$ cat src/rtl/dds_wave_gen.sv
// Phase-accumulator DDS: 32-bit accumulator, phase-continuous frequency switching, two-stage waveform pipeline.
// Define DDS_SINE_LUT_EN to build the quarter-wave sine table; otherwise wave_sel=0 produces the triangle.
module dds_wave_gen (
  input  logic        sys_clk,
  input  logic        sys_rst,
  input  logic [31:0] freq_word,
  input  logic        freq_load,
  input  logic [7:0]  phase_ofs,
  input  logic [1:0]  wave_sel,
  input  logic        en,
  output logic [7:0]  sample,
  output logic        sample_valid,
  output logic        wrap,
  output logic [31:0] active_word
);

  localparam logic [31:0] DEFAULT_WORD = 32'd85899;

  logic [31:0] acc_reg;
  logic [31:0] pend_word_reg;
  logic        pend_flag_reg;
  logic [32:0] acc_sum;
  logic        carry;
  logic        apply;

  assign acc_sum = {1'b0, acc_reg} + {1'b0, active_word};
  assign carry   = en & acc_sum[32];
  // Switch on a period boundary; a stalled or zero-rate accumulator never reaches one, so switch at once.
  assign apply   = pend_flag_reg & (carry | (active_word == 32'd0) | ~en);

  always_ff @(posedge sys_clk) begin
    if (sys_rst) begin
      acc_reg       <= 32'd0;
      wrap          <= 1'b0;
      active_word   <= DEFAULT_WORD;
      pend_word_reg <= 32'd0;
      pend_flag_reg <= 1'b0;
    end else begin
      if (en) begin
        acc_reg <= acc_sum[31:0];
      end
      wrap <= carry;
      if (apply) begin
        active_word <= pend_word_reg;
      end
      if (freq_load) begin
        pend_word_reg <= freq_word;
        pend_flag_reg <= 1'b1;
      end else if (apply) begin
        pend_flag_reg <= 1'b0;
      end
    end
  end

  logic [7:0] idx_next;
  logic [7:0] idx_reg;
  logic [1:0] sel_reg;
  logic       vld1_reg;
  logic       vld2_reg;

  assign idx_next = acc_reg[31:24] + phase_ofs;

  always_ff @(posedge sys_clk) begin
    if (sys_rst) begin
      idx_reg  <= 8'd0;
      sel_reg  <= 2'd0;
      vld1_reg <= 1'b0;
      vld2_reg <= 1'b0;
    end else begin
      idx_reg  <= idx_next;
      sel_reg  <= wave_sel;
      vld1_reg <= en;
      vld2_reg <= vld1_reg;
    end
  end

`ifdef DDS_SINE_LUT_EN
  // First quadrant of round(127.5 + 127.5*sin(2*pi*(i+0.5)/256)); other quadrants by mirroring.
  localparam logic [7:0] SINE_TABLE [64] = '{
    8'd129, 8'd132, 8'd135, 8'd138, 8'd142, 8'd145, 8'd148, 8'd151,
    8'd154, 8'd157, 8'd160, 8'd163, 8'd166, 8'd169, 8'd172, 8'd175,
    8'd178, 8'd181, 8'd183, 8'd186, 8'd189, 8'd192, 8'd194, 8'd197,
    8'd200, 8'd202, 8'd205, 8'd207, 8'd210, 8'd212, 8'd214, 8'd217,
    8'd219, 8'd221, 8'd223, 8'd225, 8'd227, 8'd229, 8'd231, 8'd233,
    8'd234, 8'd236, 8'd238, 8'd239, 8'd241, 8'd242, 8'd243, 8'd245,
    8'd246, 8'd247, 8'd248, 8'd249, 8'd250, 8'd251, 8'd252, 8'd252,
    8'd253, 8'd253, 8'd254, 8'd254, 8'd255, 8'd255, 8'd255, 8'd255
  };

  logic [5:0] rom_addr;
  logic [7:0] sine_q_reg;

  // The table read is registered alongside idx_reg so the sine path keeps the same latency.
  assign rom_addr = idx_next[6] ? ~idx_next[5:0] : idx_next[5:0];

  always_ff @(posedge sys_clk) begin
    sine_q_reg <= SINE_TABLE[rom_addr];
  end
`endif

  logic [7:0] wave_value;

  always_comb begin
    wave_value = idx_reg[7] ? {~idx_reg[6:0], 1'b0} : {idx_reg[6:0], 1'b0};
    case (sel_reg)
      2'd1: wave_value = idx_reg[7] ? 8'd0 : 8'd255;
      2'd3: wave_value = idx_reg;
`ifdef DDS_SINE_LUT_EN
      2'd0: wave_value = idx_reg[7] ? (8'd255 - sine_q_reg) : sine_q_reg;
`endif
      default: ;
    endcase
  end

  always_ff @(posedge sys_clk) begin
    if (sys_rst) begin
      sample       <= 8'd0;
      sample_valid <= 1'b0;
    end else begin
      if (vld2_reg) begin
        sample <= wave_value;
      end
      sample_valid <= vld2_reg;
    end
  end

endmodule

$ cat config.mk
export PLATFORM = sky130hd
export DESIGN_NAME = dds_wave_gen
export DESIGN_NICKNAME = d
export VERILOG_FILES = /design/src/rtl/dds_wave_gen.sv
export SDC_FILE = /design/constraint.sdc
export NUM_CORES = 1
export LEC_CHECK = 0
export ABC_AREA = 1
export BUFFER_PORTS_ARGS = -buffer_cell sky130_fd_sc_hd__buf_2
export CORE_MARGIN = 5
export CORE_UTILIZATION = 63
export CTS_BUF_LIST = sky130_fd_sc_hd__clkbuf_4 sky130_fd_sc_hd__clkbuf_8
export DETAILED_ROUTE_END_ITERATION = 6
export PLACE_DENSITY = 0.82
export SETUP_SLACK_MARGIN = 0.2
export SYNTH_ARGS = -nofsm -noshare
export SYNTH_HDL_FRONTEND = slang
export SYNTH_SLANG_ARGS = --single-unit
$ cat constraint.sdc
create_clock -name sys_clk -period 3.78 [get_ports sys_clk]
set_input_delay 0.567 -clock sys_clk [delete_from_list [all_inputs] [get_ports sys_clk]]
set_output_delay 0.567 -clock sys_clk [all_outputs]
set_load 0.005 [all_outputs]
==> results.ini, run 1 <==
[synthesis]
synthMostInstantiatedCell=sky130_fd_sc_hd__nand2_1
synthesis.yosys.warnings=0
postSynthAreaPerCell_sq_um=6.430
synthDistinctLibCells=36
post_synth_main_area_contributors=sky130_fd_sc_hd__dfxtp_1, sky130_fd_sc_hd__nand2_1, sky130_fd_sc_hd__nor2_1
synth_ff_type=sky130_fd_sc_hd__dfxtp_1
synth.net_count=1206
synth_sequential_area_ratio=0.3311
netlist_area_sq_um=7196
synth_commonest_cells=sky130_fd_sc_hd__nand2_1, sky130_fd_sc_hd__nor2_1, sky130_fd_sc_hd__inv_1, sky130_fd_sc_hd__dfxtp_1, sky130_fd_sc_hd__a21oi_1
netlist_instances=1119
synth_seq_cells=119
async_set_or_reset_flop_fraction_in_the_synthesized_netlist=0
synth_enable_flop_cells=0
yosysTopAreaCell=sky130_fd_sc_hd__dfxtp_1
yosysTopAreaCellShare=0.3311

[global_route]
grt_overflow=0
grt_pass1_vias=6341
grt_first_pass_wirelength_mm=30.02
antenna_found_initial=0
top_usage_layer_grt=met2
global_route.usage.total=0.2777
grt.met3_usage=0.05604
grt_start_max_net_pins=56
groute.layer.met1.usage=0.3938
use_met2=0.4334

[hold_path]
min_path_type=in2reg
min-delay-start=wave_sel[0]

[setup_path]
critPathCapture=active_word[10]
worst-path-max-fanout=55
slowest_stage=sky130_fd_sc_hd__nand3_4
kind_of_critical_path=reg2reg
critical_path.reg2reg.startpoint=active_word[0]
critical-path-top-cell-by-count=sky130_fd_sc_hd__nand2_2
worst-r2r-cell-count=13
worst-endpoint-required_ps=4150
timing.critical_path.cells=ha_1, fa_1, nand2_1, nand2_1, nand3_2, nand2_2, nand2_2, nand2_2, nand2_4, nand3_4, nand2_2, nand2_1, nand3_1
crit_path_start=active_word[0]
critical_path.endpoint_type=flop
worst-r2r-setup-slack_ps=980
worst_setup_path_start_kind=flop
critPathArrivalTime_ps=3170
reg2reg_to=active_word[10]
critPathMaxStageDelay_ps=510

[power]
p_sw_mw=1.173
power_per_cell_area_nw_per_um2=414.0
worst_ir_drop_vdd_uv=355.1
cellLeakagePower_nw=4.258
comb_power_share=0.248
seq_power_share=0.439
p_clk_frac=0.312
switching_share=0.3530
cell_internal_pwr_mw=2.150

[place]
dpl.hpwl_mm=13.72
finalWeightedCongestion=0.9843
buffer_ports.inserted=87
detailed_place.area_sq_um=7677

[clock_network]
cts_root_buf=sky130_fd_sc_hd__clkbuf_8
cts_max_level=4
cts_repair_resizes=0
postCtsHoldBufs=0
worst_case_clock_buffer_depth=2
clock-sinks=119
cts_tree=done
clk_pin_slew_ps=80
clkLatencyLatePin_ps=440
cts_made_buffers=17
post-cts-setup-buffers=0

[finish]
final_design_area_no_fill_sq_um=8028
fillerInstances=1023
drive_gt1_frac=0.1410
ff_latch_area_sq_um=2384
areaGrowthSynthToFinish_pct=11.56
final_nets=1280
num_antenna_cells=0
postLayoutCoreUtil=0.7091
multiInputGateArea_sq_um=4000

[die]
area_of_the_die_sq_um=13660
fp.dieW_um=116.9
row_count=39
core_area_sq_um=11320
starting_utilization_of_the_core_area=0.6356
die_h_um=116.9
floorplan.io_pins=88

[job]
cap_violations=0

[sta]
timing.final.hold_violations=0
worst_slew_margin_rel=0.4246
fin_skew_ps=14.42
final_min_period_over_clock_period=0.7407
slew_viol_final=0
post-route-min-period_ps=2800
worstMarginPinSlew_ps=863.0
grt_setup_unrepaired=no
setup_viol_count_final=0
timing.fmax_ghz=0.3571
tns_ps=0

[drt]
totalWireLength_mm=18.34
drt_first_pass_iters=5
num_vias=7061
drtIter0Drc=475
post_drt_via_cell_ratio=5.234
drtAntennaViolNets=0
drcViolationCount=0
avg_wl_per_cell_um=13.60

[outcome]
status=finished, final reports clean

==> per-stage QoR <==
stage | std cells | total power, mW | hold slack (ps) | setup slack, ps
finish | 1349 | 3.323 | 332.8 | 980.0
global route | 1349 | 3.535 | 324.6 | 792.3
CTS | 1349 | 3.324 | 319.9 | 997.3
detailed placement | 1317 | 2.296 | 417.8 | 1040
global placement | 1317 | 2.277 | 421.8 | 1076
floorplan | 1119 | 2.080 | 388.3 | 1731
==> worst min path at each step <==
| stage | depth (start not counted) | end | slack (ps) |
|---|---|---|---|
| CTS | 3 | sel_reg[0] | 320 |
| global route | 3 | sel_reg[1] | 320 |
| global placement | 2 | vld2_reg | 420 |
| floorplan | 2 | vld2_reg | 390 |
| detailed placement | 2 | vld2_reg | 420 |
| finish | 3 | sel_reg[0] | 330 |
==> cells by family (layout without fill, tap and decap cells) <==
logic type      after synthesis  count (layout)  share of synthesized area
buf+inv                     206             293                     0.1130
simple gates                552             552                     0.3205
xor+xnor                     15              15                    0.01826
fa+ha+maj                    41              41                    0.07338
flops                       119             119                     0.3311
compound gates              186             186                     0.1438
==> critical path, delay by kind of cell, from the launching register on <==
family,cells,cell delay [ps]
adder cells (fa/ha/maj),2,690
flip-flops,1,340
AND/OR/NAND/NOR,11,1690
==> power by group through the flow <==
stage	clock (mW)	sequential (mW)	combinational, mW
5_1_grt	1.11	1.47	0.947
2_1_floorplan	0	1.44	0.637
4_1_cts	1.05	1.46	0.818
3_3_place_gp	0	1.48	0.794
3_5_place_dp	0	1.48	0.811
6_report	1.04	1.46	0.826
==> layout by cell type, fill, tap and decap left out, types with 2 or more instances in the layout <==
master | Yosys | routed
sky130_fd_sc_hd__nand2_2 | 8 | 8
sky130_fd_sc_hd__o21bai_1 | 4 | 4
sky130_fd_sc_hd__xor2_1 | 8 | 8
sky130_fd_sc_hd__a21oi_2 | 12 | 12
sky130_fd_sc_hd__nor2_2 | 3 | 3
sky130_fd_sc_hd__clkinvlp_4 | 0 | 3
sky130_fd_sc_hd__inv_6 | 0 | 4
sky130_fd_sc_hd__nand4_1 | 6 | 6
sky130_fd_sc_hd__clkbuf_8 | 0 | 18
sky130_fd_sc_hd__dfxtp_1 | 119 | 118
sky130_fd_sc_hd__nand2_1 | 271 | 271
sky130_fd_sc_hd__nand3_1 | 75 | 75
sky130_fd_sc_hd__ha_1 | 39 | 39
sky130_fd_sc_hd__a31oi_1 | 2 | 2
sky130_fd_sc_hd__nand3b_1 | 2 | 2
sky130_fd_sc_hd__inv_2 | 6 | 7
sky130_fd_sc_hd__nand3_2 | 8 | 8
sky130_fd_sc_hd__a311oi_1 | 6 | 6
sky130_fd_sc_hd__buf_2 | 5 | 87
sky130_fd_sc_hd__xnor2_1 | 7 | 7
sky130_fd_sc_hd__clkinv_2 | 0 | 4
sky130_fd_sc_hd__a21oi_1 | 83 | 83
sky130_fd_sc_hd__fa_1 | 2 | 2
sky130_fd_sc_hd__a21o_1 | 3 | 3
sky130_fd_sc_hd__buf_4 | 1 | 7
sky130_fd_sc_hd__nor3_1 | 6 | 6
sky130_fd_sc_hd__clkinv_4 | 0 | 2
sky130_fd_sc_hd__nor2_1 | 169 | 169
sky130_fd_sc_hd__clkinv_1 | 2 | 2
sky130_fd_sc_hd__o21ai_0 | 73 | 73
sky130_fd_sc_hd__inv_1 | 159 | 158
==> cell type report <==
cell class              instances  area share
repair buffers                 94     0.06079
flip-flops and latches        119      0.2969
inverters                     167     0.07809
clock buffers                  19     0.03180
multi-input cells             794      0.4983
clock inverters                13     0.01185
well taps                     143     0.02229
==> per-layer routing <==
metal,vias to the layer above,part of all wire
li1,3697,-
met1,3100,0.46
met2,232,0.45
met3,32,0.077
met4,0,0.018
met5,-,0
Power figures use the tool's default switching activity.
==> inputs of run 2 (changes only) <==
Settings changed: CORE_UTILIZATION 63 to 55, PLACE_DENSITY 0.82 to 0.75.
Clock period 3.78 ns to 2.35 ns, I/O delays scaled along.
==> run 2 against run 1 <==
Register-to-register slack lost 900 ps. Critical path depth is the same. Power grew 81%. Combinational power grew 89%. Sequential power grew 61%. Sequential cell count is the same. Wire length grew 15%. Count of clock-buffer cells in the layout shrank 2. Clock power grew 100%. Sequential share of layout area shrank 2.6 points. Clock skew grew 1.8 ps.
==> results.ini, run 2 (synthesized netlist as in run 1, its figures left out) <==
[setup_path]
worst_setup_path_start_kind=flop
critPathArrivalTime_ps=2620
worst-path-max-fanout=13
kind_of_critical_path=reg2reg
worst-endpoint-required_ps=2700
critical_path.endpoint_type=flop

[drt]
totalWireLength_mm=21.15
num_vias=7349
avg_wl_per_cell_um=14.98
drtAntennaViolNets=0
post_drt_via_cell_ratio=5.205
drtIter0Drc=714
drcViolationCount=0
drt_first_pass_iters=6

[sta]
grt_setup_unrepaired=yes
post-route-min-period_ps=2269
worstMarginPinSlew_ps=777.1
slew_viol_final=0
timing.fmax_ghz=0.4408
tns_ps=0
setup_viol_count_final=0
worst_hold_slack_ps=104.4
fin_skew_ps=16.17
timing.final.hold_violations=0
final_min_period_over_clock_period=0.9654
worst_slew_margin_rel=0.4780

[power]
worst_ir_drop_vdd_uv=490.2
cellLeakagePower_nw=4.539
design_power_total_mw=6.031
power_per_cell_area_nw_per_um2=680.6

[global_route]
grt_overflow=0
grt_first_pass_wirelength_mm=32.00
global_route.usage.total=0.2522
antenna_found_initial=0
grt_pass1_vias=6457
grt_start_max_net_pins=56

[clock_network]
postCtsHoldBufs=0
cts_max_level=4
clk_pin_slew_ps=90
worst_case_clock_buffer_depth=2
cts_root_buf=sky130_fd_sc_hd__clkbuf_8
cts_tree=done
clkLatencyLatePin_ps=450
cts_made_buffers=17
clock-sinks=119

[finish]
num_antenna_cells=0
ff_latch_area_sq_um=2401
final_design_area_no_fill_sq_um=8861
final_common_cell=sky130_fd_sc_hd__nand2_1
multiInputGateArea_sq_um=4295
areaGrowthSynthToFinish_pct=23.14
drive_gt1_frac=0.2073
final_nets=1314
most_frequent_cells_in_the_layout=sky130_fd_sc_hd__nand2_1, sky130_fd_sc_hd__nor2_1, sky130_fd_sc_hd__inv_1
fillerInstances=1124

[place]
detailed_place.area_sq_um=7901
finalWeightedCongestion=0.9886
buffer_ports.inserted=87
dpl.hpwl_mm=14.53

[job]
cap_violations=0

[hold_path]
min_path_type=in2reg

[die]
area_of_the_die_sq_um=15470
core_area_sq_um=12720
fp.dieW_um=124.4
floorplan.io_pins=88
die_h_um=124.4
starting_utilization_of_the_core_area=0.5656
row_count=41

[outcome]
status=finished, final reports clean

run 2: stage by stage:
step                        util  std cells  worst slack [ps]
after floorplan                -       1119             300.5
after global placement    0.6211       1366             141.6
after detailed placement  0.6211       1366             71.19
after CTS                 0.6608       1400             173.5
after global routing      0.6965       1412             7.532
final                     0.6965       1412             81.21
run 2: power by group:
part | total [mW] | switching (mW) | internal (mW)
registers | 2.35 | 0.164 | 2.19
logic | 1.56 | 0.933 | 0.629
clock network | 2.12 | 1.02 | 1.10
run 2: timing repair:
action	CTS	global route
resized for setup	6	61
cloned	2	5
setup endpoints to repair	32	38
pin swaps	0	14
setup buffers	0	7
run 2: path summary, 6_finish.rpt:
path	from	slack, ps	depth (start not counted)	end
worst min-delay path	wave_sel[0]	100	3	sel_reg[0]
worst min register to register	vld1_reg	440	2	vld2_reg
worst max-delay path	active_word[0]	80	13	active_word[29]
worst max register to register	active_word[0]	80	13	active_word[29]
run 2: cell type report:
| type | count | share of cell area |
|---|---|---|
| Clock inverter | 15 | 0.02316 |
| Clock buffer | 17 | 0.02640 |
| Sequential cell | 119 | 0.2710 |
| Inverter | 167 | 0.07074 |
| Tap cell | 172 | 0.02429 |
| Timing Repair Buffer | 127 | 0.09969 |
| Multi-Input combinational cell | 795 | 0.4848 |
run 2: worst max-delay path, cell delays in order (launching register included):
cell                        delay (ps)
sky130_fd_sc_hd__dfxtp_4           360
sky130_fd_sc_hd__ha_4              160
sky130_fd_sc_hd__fa_2              420
sky130_fd_sc_hd__nand2_2            80
sky130_fd_sc_hd__nand2_2            70
sky130_fd_sc_hd__nand3_2            80
sky130_fd_sc_hd__nand2_4            70
sky130_fd_sc_hd__nand2_4            70
sky130_fd_sc_hd__nand2_4            70
sky130_fd_sc_hd__nand2_4            90
sky130_fd_sc_hd__nand3_4           210
sky130_fd_sc_hd__clkbuf_16         270
sky130_fd_sc_hd__a21oi_1           140
sky130_fd_sc_hd__nor2_1             60
run 2: metal layers:
layer  vias up  wire length [um]  part of all wire  global-route usage
met2       251              9485              0.45              0.3836
li1       3762                 -                 -                   -
met1      3306              9789              0.46              0.3657
met4         0               356             0.017             0.07672
met5         -                 0                 0                   0
met3        30              1515             0.072             0.04117
